## src/rtl/mips_pkg.sv

```systemverilog
// Shared definitions for the MIPS32 fetch front end: instruction size, default
// reset vector, the fetch-queue entry layout and a constant clog2 helper.
package mips_pkg;

    localparam int INSTR_BYTES = 4;
    localparam logic [31:0] DEFAULT_RESET_PC = 32'h0000_0000;

    typedef struct packed {
        logic [31:0] pc;
        logic [31:0] instr;
    } fetch_entry_t;

    function automatic int clog2(input int value);
        int result;
        result = 0;
        while ((1 << result) < value) begin
            result++;
        end
        return result;
    endfunction

endpackage

```

## src/rtl/mips_fetch_unit_if.sv

```systemverilog
// Instruction-memory bus: pipelined valid/ready requests, in-order responses.
interface mips_fetch_unit_if #(
    parameter int WIDTH = 32
) ();

    logic             req_valid;
    logic             req_ready;
    logic [WIDTH-1:0] req_addr;
    logic             resp_valid;
    logic [31:0]      resp_data;

    modport master (
        output req_valid,
        output req_addr,
        input  req_ready,
        input  resp_valid,
        input  resp_data
    );

    modport slave (
        input  req_valid,
        input  req_addr,
        output req_ready,
        output resp_valid,
        output resp_data
    );

endinterface

```

## src/rtl/mips_fetch_queue.sv

```systemverilog
// DEPTH-entry synchronous FIFO holding fetched {pc, instr} entries; the head is
// read combinationally so decode sees a pushed entry on the following cycle.
module mips_fetch_queue
    import mips_pkg::*;
#(
    parameter int  DEPTH   = 4,
    parameter type entry_t = fetch_entry_t,
    localparam int AW      = clog2(DEPTH),
    localparam int CW      = AW + 1
) (
    input  logic          clk,
    input  logic          reset,
    input  logic          flush,
    input  logic          push,
    input  entry_t        push_entry,
    input  logic          pop,
    output entry_t        head,
    output logic [CW-1:0] count
);

    entry_t          storage [DEPTH];
    logic [AW-1:0]   wr_ptr;
    logic [AW-1:0]   rd_ptr;
    logic            full;
    logic            do_push;
    logic            do_pop;

    assign full    = (count == CW'(DEPTH));
    assign do_push = push && !full && !flush && !reset;
    assign do_pop  = pop && (count != '0) && !flush && !reset;
    assign head    = storage[rd_ptr];

    always_ff @(posedge clk) begin
        if (reset || flush) begin
            wr_ptr <= '0;
            rd_ptr <= '0;
            count  <= '0;
        end else begin
            if (do_push) wr_ptr <= wr_ptr + AW'(1);
            if (do_pop)  rd_ptr <= rd_ptr + AW'(1);
            count <= count + CW'(do_push) - CW'(do_pop);
        end
    end

    always_ff @(posedge clk) begin
        if (do_push) storage[wr_ptr] <= push_entry;
    end

    // The issue credit should make this impossible; firing means lost data.
    assert property (@(posedge clk) disable iff (reset) !(push && !flush && full));

endmodule

```

## src/rtl/mips_fetch_unit.sv

```systemverilog
// Instruction-fetch front end: credit-limited request issue, in-order response
// capture with PC tagging, and redirect handling that drops stale responses.
module mips_fetch_unit
    import mips_pkg::*;
#(
    parameter int               WIDTH    = 32,
    parameter int               DEPTH    = 4,
    parameter logic [WIDTH-1:0] RESET_PC = WIDTH'(DEFAULT_RESET_PC)
) (
    input  logic                clk,
    input  logic                reset,
    mips_fetch_unit_if.master   mem,
    input  logic                redirect,
    input  logic [WIDTH-1:0]    redirect_pc,
    output logic                out_valid,
    input  logic                out_ready,
    output logic [31:0]         out_instr,
    output logic [WIDTH-1:0]    out_pc,
    output logic [WIDTH-1:0]    out_pcplus4
);

    localparam int CW  = clog2(DEPTH) + 1;
    localparam int CW1 = CW + 1;
    localparam logic [WIDTH-1:0] STEP = WIDTH'(INSTR_BYTES);

    typedef struct packed {
        logic [WIDTH-1:0] pc;
        logic [31:0]      instr;
    } entry_t;

    logic [WIDTH-1:0] fetch_pc;
    logic [WIDTH-1:0] resp_pc;
    logic [CW-1:0]    inflight;
    logic [CW-1:0]    drop_cnt;
    logic [CW-1:0]    count;
    logic [CW:0]      credit_sum;
    logic [WIDTH-1:0] target;
    logic             accept;
    logic             push;
    logic             pop;
    entry_t           push_entry;
    entry_t           head;

    // Queued plus in-flight words may never exceed the queue size, so every
    // response always has a slot waiting for it.
    assign credit_sum    = {1'b0, count} + {1'b0, inflight};
    assign mem.req_valid = !reset && !redirect && (credit_sum < CW1'(DEPTH));
    assign mem.req_addr  = fetch_pc;
    assign accept        = mem.req_valid && mem.req_ready;

    assign target     = redirect_pc & ~WIDTH'(3);
    assign push       = mem.resp_valid && !redirect && !reset && (drop_cnt == '0);
    assign push_entry = '{pc: resp_pc, instr: mem.resp_data};

    assign out_valid   = !reset && (count != '0);
    assign pop         = out_valid && out_ready;
    assign out_instr   = head.instr;
    assign out_pc      = head.pc;
    assign out_pcplus4 = head.pc + STEP;

    always_ff @(posedge clk) begin
        if (reset) begin
            fetch_pc <= RESET_PC;
            resp_pc  <= RESET_PC;
            inflight <= '0;
            drop_cnt <= '0;
        end else if (redirect) begin
            fetch_pc <= target;
            resp_pc  <= target;
            inflight <= inflight - CW'(mem.resp_valid);
            drop_cnt <= inflight - CW'(mem.resp_valid);
        end else begin
            if (accept) fetch_pc <= fetch_pc + STEP;
            inflight <= inflight + CW'(accept) - CW'(mem.resp_valid);
            if (mem.resp_valid) begin
                if (drop_cnt != '0) drop_cnt <= drop_cnt - CW'(1);
                else                resp_pc  <= resp_pc + STEP;
            end
        end
    end

    mips_fetch_queue #(
        .DEPTH   (DEPTH),
        .entry_t (entry_t)
    ) u_queue (
        .clk        (clk),
        .reset      (reset),
        .flush      (redirect),
        .push       (push),
        .push_entry (push_entry),
        .pop        (pop),
        .head       (head),
        .count      (count)
    );

endmodule

```

## src/flat_wrapper.sv

```systemverilog
// flat-port wrapper written by rule: the top's interface ports become plain ports
module mips_fetch_unit_flat import mips_pkg::*;
#(
    parameter int               WIDTH    = 32,
    parameter int               DEPTH    = 4,
    parameter logic [WIDTH-1:0] RESET_PC = WIDTH'(DEFAULT_RESET_PC)
)
  (clk, reset, redirect, redirect_pc, out_valid, out_ready, out_instr, out_pc, out_pcplus4, mem_req_valid, mem_req_addr, mem_req_ready, mem_resp_valid, mem_resp_data);
  mips_fetch_unit_if #(.WIDTH(WIDTH)) mem_i ();
  input  logic clk;
  input  logic reset;
  input  logic redirect;
  input  logic [WIDTH-1:0] redirect_pc;
  output logic out_valid;
  input  logic out_ready;
  output logic [31:0] out_instr;
  output logic [WIDTH-1:0] out_pc;
  output logic [WIDTH-1:0] out_pcplus4;
  output wire logic [$bits(mem_i.req_valid)-1:0] mem_req_valid;
  output wire logic [$bits(mem_i.req_addr)-1:0] mem_req_addr;
  input wire logic [$bits(mem_i.req_ready)-1:0] mem_req_ready;
  input wire logic [$bits(mem_i.resp_valid)-1:0] mem_resp_valid;
  input wire logic [$bits(mem_i.resp_data)-1:0] mem_resp_data;
  assign mem_req_valid = mem_i.req_valid;
  assign mem_req_addr = mem_i.req_addr;
  assign mem_i.req_ready = mem_req_ready;
  assign mem_i.resp_valid = mem_resp_valid;
  assign mem_i.resp_data = mem_resp_data;
  mips_fetch_unit #(.WIDTH(WIDTH), .DEPTH(DEPTH), .RESET_PC(RESET_PC)) u_core (.clk(clk), .reset(reset), .mem(mem_i), .redirect(redirect), .redirect_pc(redirect_pc), .out_valid(out_valid), .out_ready(out_ready), .out_instr(out_instr), .out_pc(out_pc), .out_pcplus4(out_pcplus4));
endmodule
```

## config.mk

```make
export PLATFORM = sky130hd
export DESIGN_NAME = mips_fetch_unit_flat
export DESIGN_NICKNAME = d
export VERILOG_FILES = /design/src/rtl/mips_pkg.sv /design/src/rtl/mips_fetch_unit_if.sv /design/src/rtl/mips_fetch_queue.sv /design/src/rtl/mips_fetch_unit.sv /design/src/flat_wrapper.sv
export SDC_FILE = /design/constraint.sdc
export NUM_CORES = 1
export LEC_CHECK = 0
export ABC_CLOCK_PERIOD_IN_PS = 3700
export CAP_MARGIN = 20
export CORE_MARGIN = 2
export CORE_UTILIZATION = 55
export CTS_CLUSTER_SIZE = 20
export DETAILED_ROUTE_END_ITERATION = 10
export PLACE_DENSITY = 0.87
export SLEW_MARGIN = 20
export SYNTH_ARGS = -nofsm -noshare
export SYNTH_HDL_FRONTEND = slang
export SYNTH_SLANG_ARGS = --single-unit
export TNS_END_PERCENT = 5
```

## constraint.sdc

```tcl
create_clock -name clk -period 3.7 [get_ports clk]
set_input_delay 0.555 -clock clk [delete_from_list [all_inputs] [get_ports clk]]
set_output_delay 0.555 -clock clk [all_outputs]
set_load 0.01 [all_outputs]
```

==> summary.txt <==
Synth
  • Async S/R FF share, synth: 0%
  • Top cells by area, synth: edfxtp_1, dfxtp_1, mux4_2, xnor2_1, xor2_1
  • Number of synthesized flops with an enable pin: 248
  • Synth Cell Area: 13,900 um^2
  • Yosys top cell by area: edfxtp_1
  • Synth top area share: 53.6%
  • Seq/Total Area, Yosys: between 60 and 70%
  • Synth Instances: 941
  • Synth cell types: 65
  • Commonest cells post-synth: edfxtp_1, dfxtp_1, mux4_2
  • Top_reg_cell synth: edfxtp_1
  • YS warnings: 0
  • #FFs+latches synth: between 300 and 400
  • Synthesized area per cell: 14.8 um^2
  • Count leader, synth: edfxtp_1

STA
  • Final setup violation count: 0
  • Hold Vio Cnt, Final: 0
  • Slew Limit Headroom: a little under two fifths
  • Pin slew with the least headroom to its limit: around 920 ps
  • Final Max Tran Viols: 0
  • Period minus WS final: 3590 ps
  • Peak Freq: around 280 MHz
  • Final Hold Slack: 419 ps
  • Unrepaired setup endpoints after global routing: yes
  • Setup Skew: roughly 9.8 ps
  • Post-route clock period utilization: between 90 and 100%

Clocking
  • CTS tree: done
  • Root buf cell: clkbuf_16
  • Clock transition at path regs: roughly 60 ps
  • H-tree levels: 2
  • Clock Sinks: 323
  • Max clock buf depth: 3
  • CTS buffer count: 34
  • Worst skew pair latency: roughly 500 ps

Routing
  • Detailed-route wire length: between 30,000 and 40,000 um
  • Drt drc: 0
  • DRT Pass-1 Iters: 5
  • Via count: 8,822
  • Routed Antenna Nets: 0
  • WL per Instance: about 20 um
  • DRT iter0 DRCs: between 700 and 800
  • Via density: 5.77

Worst hold path
  • Worst hold endpoint: u_core.u_queue.count[0]
  • Hold Path Class: input port to register
  • Hold depth: 3
  • HP Start: reset

Final layout
  • Finished Cell Area: roughly 18,000 um^2
  • Layout cells sized above 1: between 10% and 20%
  • Diode count: 0
  • Fillers: 1,599
  • Layout Nets: 1,261
  • Synth-to-Final Area Change: 26.9%
  • Final Non-Filler Cells: ~1,500
  • Final core utilization: just over 70%

Floorplanning
  • Boundary Pins: 200
  • Core area: approximately 25,000 um^2
  • Vert. Die Dim: roughly 160 um
  • Initial cell density of the core: 55.7%
  • Die X: 163 um
  • Row cnt: 58
  • Die area: 26,600 um^2

Setup path
  • Crit end category: output pin
  • Reg2Reg Depth: 13
  • CP arrival: roughly 3000 ps
  • Reg-to-reg critical path startpoint: u_core.drop_cnt[0]
  • Crit-path max FO: 17
  • Reg-to-reg endpoint: u_core.u_queue.count[2]
  • Crit path kind: register to output pin
  • Internal reg-to-reg setup slack: around 1100 ps
  • Critical Path RT: 3140 ps
  • Crit path launch type: register

Global routing
  • Number of global-route vias before repair: approximately 8,700
  • Pin count of the biggest net entering global routing: between 60 and 70
  • Gr ovfl total: 0
  • GR Util All Layers: 23.2%
  • First-pass GRT wire length: 48,000 um
  • Initial antenna violation count: 0

Placed design
  • Port buffer count: 191
  • Area post-placement: 16,200 um^2
  • HPWL after DPL: just under 20,000 um
  • GP Congestion: 0.872
  • Placed Cells: approximately 1,400

Pwr
  • Cell area power density: approximately 460 nW/um^2
  • Leakage: between 5 and 6 nW
  • Post-layout power: roughly 8 mW
  • Max VDD drop: 0.000380 V

Outcome
  • Run status: finished clean

Run
  • Maximum capacitance violations: 0
==> sequential cells by signal, indices dropped and copies added, names as in the netlist, named ones only <==
signal and flops:
u_core.resp_pc 30, u_core.u_queue.storage 248, u_core.u_queue.wr_ptr 2, u_core.inflight 3
u_core.drop_cnt 3, u_core.u_queue.count 3, u_core.u_queue.rd_ptr 2, u_core.mem.req_addr 30
==> timing repair <==
action / in CTS / in global routing
pin swaps: 2 / 1
hold buffers: 0 / 0
gates resized for setup: 11 / 13
buffers inserted: 9 / 18
endpoints found under the setup margin: 19 / 15
==> cells in the final DEF, fill, tap and decap left out, drive strengths merged, types with 25 or more instances in the layout <==
cell type,Yosys,routed
xnor2,38,38
mux4,62,62
nand2,50,50
inv,42,43
clkbuf,30,45
nand3,25,25
nor2,47,47
edfxtp,248,248
nor3,30,30
nand4,30,30
xor2,31,31
buf,21,51
clkdlybuf4s50,0,179
dfxtp,75,75
a21oi,32,32
==> cell families after synthesis <==
family                     count (synthesis)  share of synthesized area, %
AOI/OAI and AO/OA                        119                          5.53
buffers and inverters                     94                          3.11
xor gates and xnor gates                  69                          4.35
other                                      1                        0.0270
and+or+nand+nor                          248                          10.1
adders and majority gates                 19                          1.82
DFF                                      323                          64.4
muxes                                     68                          10.6
==> metal layers <==
metal	track usage, %	vias to the layer above	routed length, um
met4	5.47	0	555
met1	32.7	4319	13100
met3	3.82	47	2400
li1	-	4056	-
met5	0	-	0
met2	38.3	400	14800
==> worst max-delay path: stages, from the launching register on <==
cell	delay, ps
dfxtp_4	430
buf_4	150
mux4_1	630
and4_4	220
nand4_4	100
buf_12	180
nor3_1	80
xor2_1	140
clkdlybuf4s50_1	570
==> per-stage QoR <==
| step | setup TNS (ps) | setup WS [ps] |
|---|---|---|
| after global routing | -44.8 | -19.9 |
| after global placement | 0 | 397 |
| after floorplan | 0 | 641 |
| after CTS | -5.69 | -5.69 |
| after detailed placement | 0 | 343 |
| final | 0 | 110 |
==> worst max path at each step <==
stage | cells after the start | slack, ps | from | endpoint
5_1_grt | 8 | -20 | register | out_pcplus4[22]
4_1_cts | 8 | -6 | register | out_pcplus4[30]
2_1_floorplan | 4 | 640 | redirect | u_core.u_queue.storage[0][0]
3_5_place_dp | 7 | 340 | register | out_pcplus4[31]
6_report | 8 | 110 | register | out_pcplus4[17]
3_3_place_gp | 6 | 400 | register | out_pcplus4[28]
==> layout make-up <==
class / instances / area, um^2 / area share, %
Multi-Input combinational cell: 529 / 4600 / 26.1
Clock inverter: 17 / 168 / 0.951
Sequential cell: 323 / 8960 / 50.8
Tap cell: 330 / 413 / 2.34
Clock buffer: 45 / 956 / 5.42
Timing Repair Buffer: 241 / 2390 / 13.5
Inverter: 43 / 161 / 0.915
==> where the power goes <==
part / leakage [nW] / switching, mW / internal, mW
registers: 2.87 / 0.0972 / 3.99
logic: 2.55 / 0.274 / 0.285
clock network: 0.541 / 1.34 / 2.04
total: 5.97 / 1.72 / 6.32
(Power assumes the default switching activity.)
